==> config.mk <==
export PLATFORM = sky130hd
export DESIGN_NAME = johnson_decoder_monitor
export DESIGN_NICKNAME = d
export VERILOG_FILES = /design/src/rtl/johnson_pkg.sv /design/src/rtl/johnson_code_decode.sv /design/src/rtl/johnson_decoder_monitor.sv
export SDC_FILE = /design/constraint.sdc
export NUM_CORES = 1
export LEC_CHECK = 0
export ABC_AREA = 0
export CORE_MARGIN = 1
export CORE_UTILIZATION = 53
export CTS_CLUSTER_DIAMETER = 200
export DETAILED_ROUTE_END_ITERATION = 16
export PLACE_DENSITY_LB_ADDON = 0.2
export SYNTH_ARGS = -nofsm -noshare
export SYNTH_HDL_FRONTEND = slang
export SYNTH_SLANG_ARGS = --single-unit
export TNS_END_PERCENT = 5
==> constraint.sdc <==
create_clock -name clk -period 5.2 [get_ports clk]
set_clock_uncertainty 0.15 [all_clocks]
set_input_delay 0.78 -clock clk [delete_from_list [all_inputs] [get_ports clk]]
set_output_delay 0.78 -clock clk [all_outputs]
set_load 0.1 [all_outputs]
==> src/rtl/johnson_pkg.sv <==
// johnson_pkg: shared types and Johnson-code helpers (legality, decode, index stepping)
package johnson_pkg;
  localparam int MAX_FF = 16;
  typedef enum logic {HUNT, LOCKED} state_t;
  // Legal iff at most one adjacent-bit transition within the low n bits
  function automatic logic jc_legal(input logic [MAX_FF-1:0] code, input int n);
    int t;
    t = 0;
    for (int i = 0; i < MAX_FF - 1; i++)
      if (i < n - 1 && code[i] != code[i+1]) t++;
    return t <= 1;
  endfunction
  function automatic logic [4:0] jc_to_idx(input logic [MAX_FF-1:0] code, input int n);
    int p;
    p = 0;
    for (int i = 0; i < MAX_FF; i++)
      if (i < n) p += int'(code[i]);
    return (code == '0 || code[n-1]) ? 5'(p) : 5'(2 * n - p);
  endfunction
  function automatic logic [4:0] jc_next_idx(input logic [4:0] idx, input int n);
    return idx == 5'(2 * n - 1) ? 5'd0 : idx + 5'd1;
  endfunction
  function automatic logic [4:0] jc_prev_idx(input logic [4:0] idx, input int n);
    return idx == 5'd0 ? 5'(2 * n - 1) : idx - 5'd1;
  endfunction
endpackage

==> src/rtl/johnson_code_decode.sv <==
// johnson_code_decode: combinational legality check and binary index of a Johnson code
module johnson_code_decode
  import johnson_pkg::*;
#(
  parameter int NUM_FF = 4,
  parameter int IDX_W  = $clog2(2 * NUM_FF)
) (
  input  logic [NUM_FF-1:0] jc_in,
  output logic              legal,
  output logic [IDX_W-1:0]  idx
);
  logic [MAX_FF-1:0] code;
  assign code  = MAX_FF'(jc_in);
  assign legal = jc_legal(code, NUM_FF);
  assign idx   = legal ? IDX_W'(jc_to_idx(code, NUM_FF)) : '0;
endmodule

==> src/rtl/johnson_decoder_monitor.sv <==
// johnson_decoder_monitor: Johnson-bus decoder with HUNT/LOCKED continuity monitor.
// Define JDEC_BIDIR_EN to accept descending sequences and expose the dir output.
module johnson_decoder_monitor
  import johnson_pkg::*;
#(
  parameter int NUM_FF   = 4,
  parameter int IDX_W    = $clog2(2 * NUM_FF),
  parameter int ERR_W    = 8,
  parameter int LOCK_CNT = 2
) (
  input  logic              clk,
  input  logic              rst,
  input  logic              in_valid,
  input  logic [NUM_FF-1:0] jc_in,
  output logic [IDX_W-1:0]  idx_out,
  output logic              idx_valid,
  output logic              legal,
  output logic              seq_err,
  output logic              locked,
`ifdef JDEC_BIDIR_EN
  output logic              dir,
`endif
  output logic [ERR_W-1:0]  err_count
);
  state_t state, state_n;
  logic [3:0] run, run_n;
  logic [IDX_W-1:0] prev, dec_idx;
  logic prev_v, prev_v_n, dec_legal, up, dn, flip, in_seq, err;
  johnson_code_decode #(.NUM_FF(NUM_FF), .IDX_W(IDX_W)) u_dec (
    .jc_in(jc_in),
    .legal(dec_legal),
    .idx(dec_idx)
  );
  assign up = prev_v && dec_idx == IDX_W'(jc_next_idx(5'(prev), NUM_FF));
`ifdef JDEC_BIDIR_EN
  logic dir_q;
  assign dn     = prev_v && dec_idx == IDX_W'(jc_prev_idx(5'(prev), NUM_FF));
  assign flip   = run >= 4'd2 && up != dir_q;
  assign in_seq = dir_q ? up : dn;
  assign dir    = dir_q;
  always_ff @(posedge clk)
    if (rst) dir_q <= 1'b0;
    else if (in_valid && state == HUNT && dec_legal && (up || dn)) dir_q <= up;
`else
  assign dn     = 1'b0;
  assign flip   = 1'b0;
  assign in_seq = up;
`endif
  always_ff @(posedge clk)
    state <= rst ? HUNT : state_n;
  // A step against the run's direction restarts the run at one step
  always_comb begin
    state_n  = state;
    run_n    = run;
    prev_v_n = prev_v;
    err      = 1'b0;
    if (in_valid && state == LOCKED) begin
      err      = !(dec_legal && in_seq);
      state_n  = err ? HUNT : LOCKED;
      run_n    = err ? {3'b000, dec_legal} : run;
      prev_v_n = dec_legal;
    end else if (in_valid) begin
      run_n    = !dec_legal ? 4'd0 : (up || dn) ? (flip ? 4'd2 : run + 4'd1) : 4'd1;
      prev_v_n = dec_legal;
      state_n  = dec_legal && run_n >= 4'(LOCK_CNT) ? LOCKED : HUNT;
    end
  end
  always_ff @(posedge clk)
    if (rst) begin
      run       <= '0;
      prev      <= '0;
      prev_v    <= 1'b0;
      idx_out   <= '0;
      idx_valid <= 1'b0;
      legal     <= 1'b0;
      seq_err   <= 1'b0;
      err_count <= '0;
    end else begin
      run       <= run_n;
      prev_v    <= prev_v_n;
      idx_valid <= in_valid;
      seq_err   <= err;
      if (in_valid) begin
        prev    <= dec_idx;
        idx_out <= dec_idx;
        legal   <= dec_legal;
      end
      if (err && err_count != '1) err_count <= err_count + 1'b1;
    end
  assign locked = state == LOCKED;
endmodule

# --- After elaboration in Yosys (flattened, before gate mapping) ---
# Index checks and enable logic that the tools add are counted.
classes:
  order_cmp: 2
  n_eq_ne: 7
  n_addsub: 9
  muxes: 18
  reduce_logical: 10
ops:
  columns: ["operator", "n"]
  rows:
  - ["$add 32x2->32 const B", 2]
  - ["$mux 32", 2]
  - ["$le 32x2->1 const B", 1]
  - ["$mux 4", 5]
  - ["$logic_not 16->1", 1]
  - ["$mux 3", 3]
  - ["$add 8x1->8 const B", 1]
  - ["$mux 1", 8]
  - ["$ne 8x8->1 const B", 1]
  - ["$logic_and 1x1->1", 5]
  - ["$add 4x1->4 const B", 1]
  - ["$ge 4x2->1 const B", 1]
  - ["$add 2x1->3", 1]
  - ["$add 3x1->3", 1]
  - ["$add 3x1->3 const B", 1]
  - ["$eq 3x3->1", 1]
  - ["$eq 3x3->1 const B", 1]
  - ["$ne 1x1->1", 3]
  - ["$sub 1x3->3 const A", 1]
  - ["$add 1x1->2", 1]
  - ["$ne 2x2->1 const B", 1]
  - ["$reduce_and 2->1", 1]
  - ["$reduce_bool 2->1", 1]
  - ["$logic_not 1->1", 1]
  - ["$logic_or 1x1->1", 1]
totals:
  in_bits: 7
  register_bits: 20
  wordCells: 54

# --- Depth between registers and ports, before layout ---
# Gate-level depths: netlist of run 1.
depth:
  depth_word: 17
  depth_mapped: 12
  depth_no_buf: 11

# --- Cells and area by module ---
# Synthesis of run 1 repeated with hierarchy kept, for this count alone.
hier_totals:
  hier_cells: 150
  area_unflattened_um2: 1306.3
modules_own_cells:
  columns: ["mod", "instances", "area_each_um2", "cells_each"]
  rows:
  - ["johnson_decoder_monitor", 1, 1081.0, 121]
  - ["johnson_code_decode", 1, 225.2, 29]

# --- Worst setup path after synthesis of run 1 ---
# OpenSTA, ideal clock, no wires.
synth_path:
  path_kind: "input to register"
  startpoint: "in jc_in[0]"
  endpoint: "reg err_count[5]"
  cell_stages: 12
  setup_time_ns: 0.123
  n_path_buf: 1
  arrival_time_ns: 3.650
  setup_slack_ns: 1.277
  cell_sequence: "fa_1 > ha_1 > ha_1 > inv_1 > ha_1 > and2_2 > o2111a_1 > a211oi_2 > o22ai_2 > buf_6 > nor4_1 > mux2_1"
synth_between:
  elab_chain_len: 14
  elab_cells_between_ends: 21
synth_rtl:
  columns: ["item", "line", "source"]
  rows:
  - ["from (decl)", "johnson_decoder_monitor.sv:14", "input logic [NUM_FF-1:0] jc_in,"]
  - ["$ne 1x1->1", "johnson_pkg.sv:10", "if (i < n - 1 && code[i] != code[i+1]) t++;"]
  - ["$mux 1", "johnson_pkg.sv:10", null]
  - ["$add 32x2->32", "johnson_pkg.sv:10", null]
  - ["$mux 32", "johnson_pkg.sv:10", null]
  - ["$add 32x2->32", "johnson_pkg.sv:10", null]
  - ["$mux 32", "johnson_pkg.sv:10", null]
  - ["$le 32x2->1", "johnson_pkg.sv:11", "return t <= 1;"]
  - ["$mux 3", "johnson_code_decode.sv:15", "assign idx = legal ? IDX_W'(jc_to_idx(code, NUM_FF)) : '0;"]
  - ["$eq 3x3->1", "johnson_decoder_monitor.sv:34", "assign up = prev_v && dec_idx == IDX_W'(jc_next_idx(5'(prev), NUM_FF));"]
  - ["$logic_and 1x1->1", "johnson_decoder_monitor.sv:34", null]
  - ["$logic_and 1x1->1 (*)", "johnson_decoder_monitor.sv:58", "err = !(dec_legal && in_seq);"]
  - ["$logic_not 1->1 (*)", "johnson_decoder_monitor.sv:58", null]
  - ["$mux 1 (*)", "johnson_decoder_monitor.sv:57", "if (in_valid && state == LOCKED) begin"]
  - ["$logic_and 1x1->1 (*)", "johnson_decoder_monitor.sv:88", "if (err && err_count != '1) err_count <= err_count + 1'b1;"]
  - ["to (signal assigned)", "johnson_decoder_monitor.sv:88", null]
  - ["to (decl)", "johnson_decoder_monitor.sv:23", "output logic [ERR_W-1:0] err_count"]
# Every way passes the cells marked *; elsewhere a longest branch is shown, timed or not.
# A chain may end at the register's enable or synchronous reset.

# --- Worst setup path after layout of run 1 ---
layout_path:
  startpoint: "in jc_in[3]"
  endpoint: "reg err_count[3]"
layout_between:
  elab_chain_len: 10
  elab_cells_between_ends: 15
layout_rtl:
  columns: ["item", "line"]
  rows:
  - ["$ne 1x1->1, or another cell as far along", "johnson_pkg.sv:10"]
  - ["$mux 32, or another cell as far along", "johnson_pkg.sv:10"]
  - ["$le 32x2->1 / $mux 3 (equally long branches)", "johnson_pkg.sv:11, johnson_pkg.sv:18"]
  - ["$mux 3", "johnson_code_decode.sv:15"]
  - ["$eq 3x3->1", "johnson_decoder_monitor.sv:34"]
  - ["$logic_and 1x1->1", "johnson_decoder_monitor.sv:34"]
  - ["$logic_and 1x1->1 (*)", "johnson_decoder_monitor.sv:58"]
  - ["$logic_not 1->1 (*)", "johnson_decoder_monitor.sv:58"]
  - ["$mux 1 (*)", "johnson_decoder_monitor.sv:57"]
  - ["$logic_and 1x1->1 (*)", "johnson_decoder_monitor.sv:88"]
# Marks and branches as above.

==> flow_summary_export.csv, run 1 <==
group,metric,value,unit
place,io_buffers,21,
timing,post-route-period-util,0.843,
die,ios,22,
timing,finalCriticalPeriod,4.39,ns
cells_and_area,fin_cells,206,
timing,slew_headroom,0.354,
detailed_routing,via_per_inst,5.76,
synthesis,synth-simple-area-share,0.235,
synthesis,synth.mux.area_fraction,0.0673,
global_route,grt_use_total,0.225,
setup_path,setup.worst_path.class,"in2reg",
die,fp.dieW,52.6,um
synthesis,yosysTopAreaCellShare,0.295,
die,rows,17,
cells_and_area,syn2layout_area_growth,17.5,%
clocking,cts_sinks,20,
timing,rsz0062_at_grt,"false",
synthesis,syn-cell-area,1360,um^2
synthesis,synthAdderAreaFrac,0.116,
place,pre_cts_slack,0.479,ns
clocking,root_buffer,"clkbuf_4",
timing,hold_ws,0.338,ns
synthesis,yosysTopAreaCell,"dfxtp_1",
setup_path,endpoint_kind,"flip-flop",
global_route,grt_max_degree,24,
synthesis,synth_cells,160,
die,start_util,0.586,
run_status,status,"complete, no violations",
synthesis,syn_nets,179,
global_route,gr-total-overflow,0,
detailed_routing,drcViolationCount,0,
synthesis,synth.area.top_cells,"dfxtp_1 29%, ha_1 10%, nand2_1 4.4%",
hold_path,hold_depth,2,
run,maxCapViolations,0,
place,dp.final_hpwl,2090,um
cells_and_area,fill_cells,187,
global_route,grt_pass1_wl,4680,um
synthesis,synth_top_family_by_area,"simple AND/OR/NAND/NOR gates",
setup_path,worstSetupStartpointType,"primary input",
power,irDropWorstVdd,0.146,mV
power,power.density,227,nW/um^2
timing,final.setup.worst_slack,0.814,ns
global_route,top_usage_layer,"met2",
timing,fin_tns_setup,0,ns
synthesis,synth_cell_types,47,
global_route,antenna_found_initial,0,
die,die_h,52.6,um
die,dieArea,2770,um^2
timing,drv_slew,0,
detailed_routing,dr.pass1.iters,4,
detailed_routing,post_drt_wl_per_cell,13.4,um
clocking,clkLatencyLatePin,0.30,ns
clocking,cts_tree,"done",
global_route,grt_util_met3,0.0174,
detailed_routing,ant_nets,0,
clocking,clk_path_buf_depth,2,
detailed_routing,totalWireLength,2760,um
synthesis,yosysWarningCount,0,
setup_path,cp_data_arrival_time,4.43,ns
setup_path,crit_required,5.25,ns
clocking,cts_hold_buf,0,
cells_and_area,nets,199,
place,dp.cells,203,
global_route,met2_usage,0.401,
global_route,grt_pass1_vias,1149,
setup_path,worstPathMaxFanout,15,
synthesis,ys_seq_area_frac,0.295,
clocking,htree_num_levels,1,
clocking,cts_made_buffers,3,
clocking,post_cts_buffers,0,
hold_path,hold_path_class,"reg2reg",
detailed_routing,dr.first_iter.drc_count,15,
power,leakage,0.630,nW
synthesis,synth_edf_count,0,
cells_and_area,drive_above_1_share,0.0899,
synthesis,synthArstFlopShare,0,
clocking,clk_pin_slew,0.11,ns
timing,hold_viol_final,0,
global_route,use_met1,0.268,
timing,worst_slew_pin_slew,0.965,ns
synthesis,ys_seq_elements,20,
cells_and_area,diodes,0,
synthesis,synth-compound-area-share,0.173,
die,core_area,2320,um^2
clocking,cts_resized,0,
synthesis,syn_avg_cell_area,8.48,um^2
place,gp_congestion,0.779,
detailed_routing,vias,1187,
timing,setup_viol,0,
timing,fmaxAchievable,0.228,GHz
synthesis,dominantRegCellSynth,"dfxtp_1",
setup_path,ff2ff_path_depth,7,
synthesis,synth-xor-area-share,0.0498,
[metrics by stage]
stage	area [um^2]	util	total power, mW
floorplan	1360	-	0.264
global placement	1570	0.678	0.287
detailed placement	1570	0.678	0.291
CTS	1600	0.688	0.363
global route	1600	0.688	0.381
finish	1600	0.688	0.362
[cell type report]
type                    count  area (um^2)  share of cell area
multi-input cells         119          871               0.546
repair buffers             21          210               0.132
clock buffers               3         22.5              0.0141
inverters                  15         56.3              0.0353
well taps                  28         35.0              0.0220
flip-flops and latches     20          400               0.251
[placed cells by master, fill, tap and decap left out, types with 2 or more instances in the layout]
cell type	netlist	final
mux2_2	3	3
a41oi_1	2	2
o21ai_0	2	2
nand3_1	6	6
inv_1	15	15
o31ai_1	2	2
nand4_1	2	2
mux2i_1	2	2
nor2b_1	5	5
ha_1	11	11
clkdlybuf4s50_1	0	21
or4_1	2	2
nor3_1	2	2
clkbuf_4	0	3
xor2_1	2	2
nand2_1	16	16
a21oi_1	10	10
nor2_1	15	15
dfxtp_1	20	20
xnor2_1	3	3
nor4_1	4	4
a211oi_2	2	2
nor4b_1	3	3
mux2_1	2	2
[Yosys cell counts (all sizes together), types with 2 or more instances]
| cell | n |
|---|---|
| dfxtp | 20 |
| nor4 | 5 |
| o21ai | 2 |
| mux2i | 2 |
| a41oi | 2 |
| nand3 | 6 |
| or4 | 2 |
| xor2 | 2 |
| o31ai | 2 |
| a21oi | 11 |
| nand4 | 2 |
| mux2 | 6 |
| xnor2 | 3 |
| ha | 11 |
| nor2 | 15 |
| nor4b | 3 |
| a211oi | 3 |
| clkbuf | 5 |
| nor2b | 5 |
| inv | 15 |
| nor3 | 2 |
| nand2 | 16 |
[final timing paths]
path | startpoint | end | slack, ns
hold reg to reg | legal | legal | 0.34
hold / removal | legal | legal | 0.34
setup / recovery | jc_in[3] | err_count[3] | 0.81
setup reg to reg | prev[0] | err_count[3] | 2.45
[registers in the layout (all words and copies together), names as in the netlist]
name       count
err_count      8
idx_valid      1
legal          1
locked         1
prev           3
prev_v         1
run            4
seq_err        1
[layer usage]
layer  up-vias  share of wire
met5         -              0
li1        605              -
met3         8          0.020
met1       547           0.47
met4         0          0.024
met2        27           0.49
[cell families (layout without fill, tap and decap cells)]
group,after synthesis,count (layout)
AND/OR/NAND/NOR,62,62
AO/OA/AOI/OAI,31,31
buffers and inverters,21,39
flip-flops,20,20
adder cells (fa/ha/maj),12,12
multiplexers,8,8
XOR/XNOR,6,6
[where the power goes]
group / switching (mW) / internal, mW / total, mW
combinational: 0.0783 / 0.0478 / 0.126
sequential: 0.00480 / 0.158 / 0.163
clock: 0.0464 / 0.0270 / 0.0734
total: 0.129 / 0.233 / 0.362
[critical path, stage by stage]
cell	delay [ns]
clkdlybuf4s50_1	0.56
fa_1	0.45
ha_1	0.20
ha_1	0.34
inv_1	0.06
ha_1	0.32
and2_2	0.18
o2111a_1	0.24
a211oi_2	0.26
o22ai_2	0.26
nor4b_1	0.40
mux2_2	0.37
No activity file was read; power rests on OpenSTA's default activity.
==> run 2, diff against run 1 <==
CORE_UTILIZATION = 48   (was 53)
clock period = 3.6 ns   (was 5.2 ns; I/O delays follow)
==> run 2 against run 1 <==
Effect of this change:
- count of clock-buffer cells in the layout up 1
- clock power up 81%
- utilization grew 0.64 points
- cell area is 12% higher
- die area grew 10%
==> flow_summary_export.csv, run 2 (synthesized netlist as in run 1, its figures left out) <==
group,metric,value,unit
setup_path,endpoint_kind,"flip-flop",
detailed_routing,vias,1255,
clocking,cts_hold_buf,0,
cells_and_area,top_regs,"err_count: 8 flops, run: 4 flops, prev: 3 flops",
clocking,root_buffer,"clkbuf_4",
setup_path,crit_path_frequent_cell,"ha_1",
cells_and_area,nets,211,
setup_path,cpLargestDelayFamily,"adder cells",
place,dp.cells,216,
timing,drv_slew,0,
die,rows,18,
detailed_routing,totalWireLength,3130,um
setup_path,setup.worst_path.class,"in2reg",
timing,setup_viol,0,
timing,hold_ws,0.334,ns
setup_path,worstReg2RegStart,"prev[0]",
cells_and_area,diodes,0,
detailed_routing,post_drt_wl_per_cell,14.1,um
clocking,clk_pin_slew,0.12,ns
run_status,status,"complete, no violations",
die,fp.dieW,55.2,um
timing,rsz0062_at_grt,"true",
die,dieArea,3040,um^2
clocking,cts_sinks,20,
cells_and_area,largest_reg_flops,8,
clocking,cts_made_buffers,3,
timing,post-route-period-util,0.978,
cells_and_area,seq_area,400,um^2
die,ios,22,
global_route,grt_pass1_wl,4990,um
detailed_routing,drcViolationCount,0,
setup_path,crit_required,3.66,ns
setup_path,worstPathMaxFanout,5,
power,leakage,0.703,nW
clocking,htree_num_levels,1,
global_route,gr-total-overflow,0,
power,power.density,334,nW/um^2
detailed_routing,via_per_inst,5.68,
timing,worst_slew_pin_slew,1.00,ns
clocking,cts_tree,"done",
cells_and_area,multi_input_area,966,um^2
timing,finalCriticalPeriod,3.52,ns
global_route,grt_pass1_vias,1160,
timing,hold_viol_final,0,
setup_path,critPathMaxStageDelay,0.48,ns
power,irDropWorstVdd,0.285,mV
die,die_h,55.2,um
cells_and_area,final_common_cell,"dfxtp_1",
run,maxCapViolations,0,
setup_path,cp_data_arrival_time,3.58,ns
hold_path,hold_path_class,"reg2reg",
place,dp.final_hpwl,2260,um
detailed_routing,dr.first_iter.drc_count,21,
cells_and_area,drive_above_1_share,0.204,
clocking,clk_path_buf_depth,2,
setup_path,cp_num_buf_inv,2,
clocking,clkLatencyLatePin,0.31,ns
cells_and_area,syn2layout_area_growth,31.3,%
timing,fin_tns_setup,0,ns
global_route,grt_use_total,0.232,
setup_path,crit_chain,"dlygate4sd2_1 > fa_1 > ha_1 > ha_1 > inv_2 > ha_4 > and2_2 > o2111a_1 > a211oi_4 > o22ai_4 > nor4b_2 > mux2_2",
clocking,post_cts_buffers,0,
cells_and_area,final_util,0.694,
setup_path,cp_slowest_cell,"fa_1",
die,start_util,0.529,
global_route,antenna_found_initial,0,
place,gp_congestion,0.800,
timing,fmaxAchievable,0.284,GHz
cells_and_area,fill_cells,205,
setup_path,worstSetupStartpointType,"primary input",
place,io_buffers,21,
cells_and_area,fin_cells,221,
detailed_routing,dr.pass1.iters,4,
timing,slew_headroom,0.331,
cells_and_area,regMostFlops,"err_count",
cells_and_area,layout_common_cells,"20 x dfxtp_1, 17 x clkdlybuf4s50_1, 16 x nand2_1, 15 x nor2_1, 14 x inv_1",
setup_path,startpoint,"jc_in[0]",
hold_path,hp-start,"legal",
detailed_routing,ant_nets,0,
global_route,grt_max_degree,24,
die,core_area,2570,um^2
==> run 2: cell types whose count changed in the layout (fill, tap and decap cells not counted), sizes merged <==
cell / previous run / this run
buf: 0 / 12
clkdlybuf4s50: 21 / 17
dlygate4sd2: 0 / 3
clkbuf: 3 / 4
o22ai: 1 / 2
==> run 2: per-layer routing <==
layer	wire length, um	up-vias	GRT usage
met5	0	-	0
met4	58	0	0.0875
met3	137	7	0.0437
met2	1550	26	0.410
met1	1370	586	0.275
li1	-	636	-
==> run 2: path summary, 6_finish.rpt <==
check             cells past startpoint           end  slack, ns
setup reg to reg                      7  err_count[6]       1.00
hold / removal                        2         legal       0.33
setup / recovery                     12  err_count[6]       0.08
hold reg to reg                       2         legal       0.33
==> run 2: where the power goes <==
group | switching [mW] | internal (mW)
combinational | 0.132 | 0.0955
sequential | 0.00691 | 0.228
clock | 0.0712 | 0.0618
total | 0.210 | 0.386
==> run 2: worst reg2reg max path: stages (launching register included) <==
cell and delay, ns:
dfxtp_1 0.45, ha_1 0.32, and2_2 0.22, o2111a_1 0.26, a211oi_4 0.27, o22ai_4 0.17, nor4b_2 0.29, mux2_2 0.37
==> run 2: layout make-up <==
type	count	share of cell area
repair buffers	32	0.161
well taps	30	0.0211
clock buffers	4	0.0204
flip-flops and latches	20	0.225
inverters	15	0.0316
multi-input cells	120	0.542
==> run 2: what timing repair did <==
action                     CTS  global route
cloned                       1             0
resized for setup           10             4
setup endpoints to repair    9             8
pin swaps                    9             3
==> run 2: per-stage QoR <==
stage                     setup slack, ns  power (mW)  instance area (um^2)
final                              0.0794       0.596                  1780
after global routing              -0.0236       0.630                  1780
after CTS                          0.0350       0.596                  1760
after detailed placement           -0.581       0.444                  1670
after floorplan                   0.00928       0.382                  1370
after global placement             -0.493       0.437                  1670
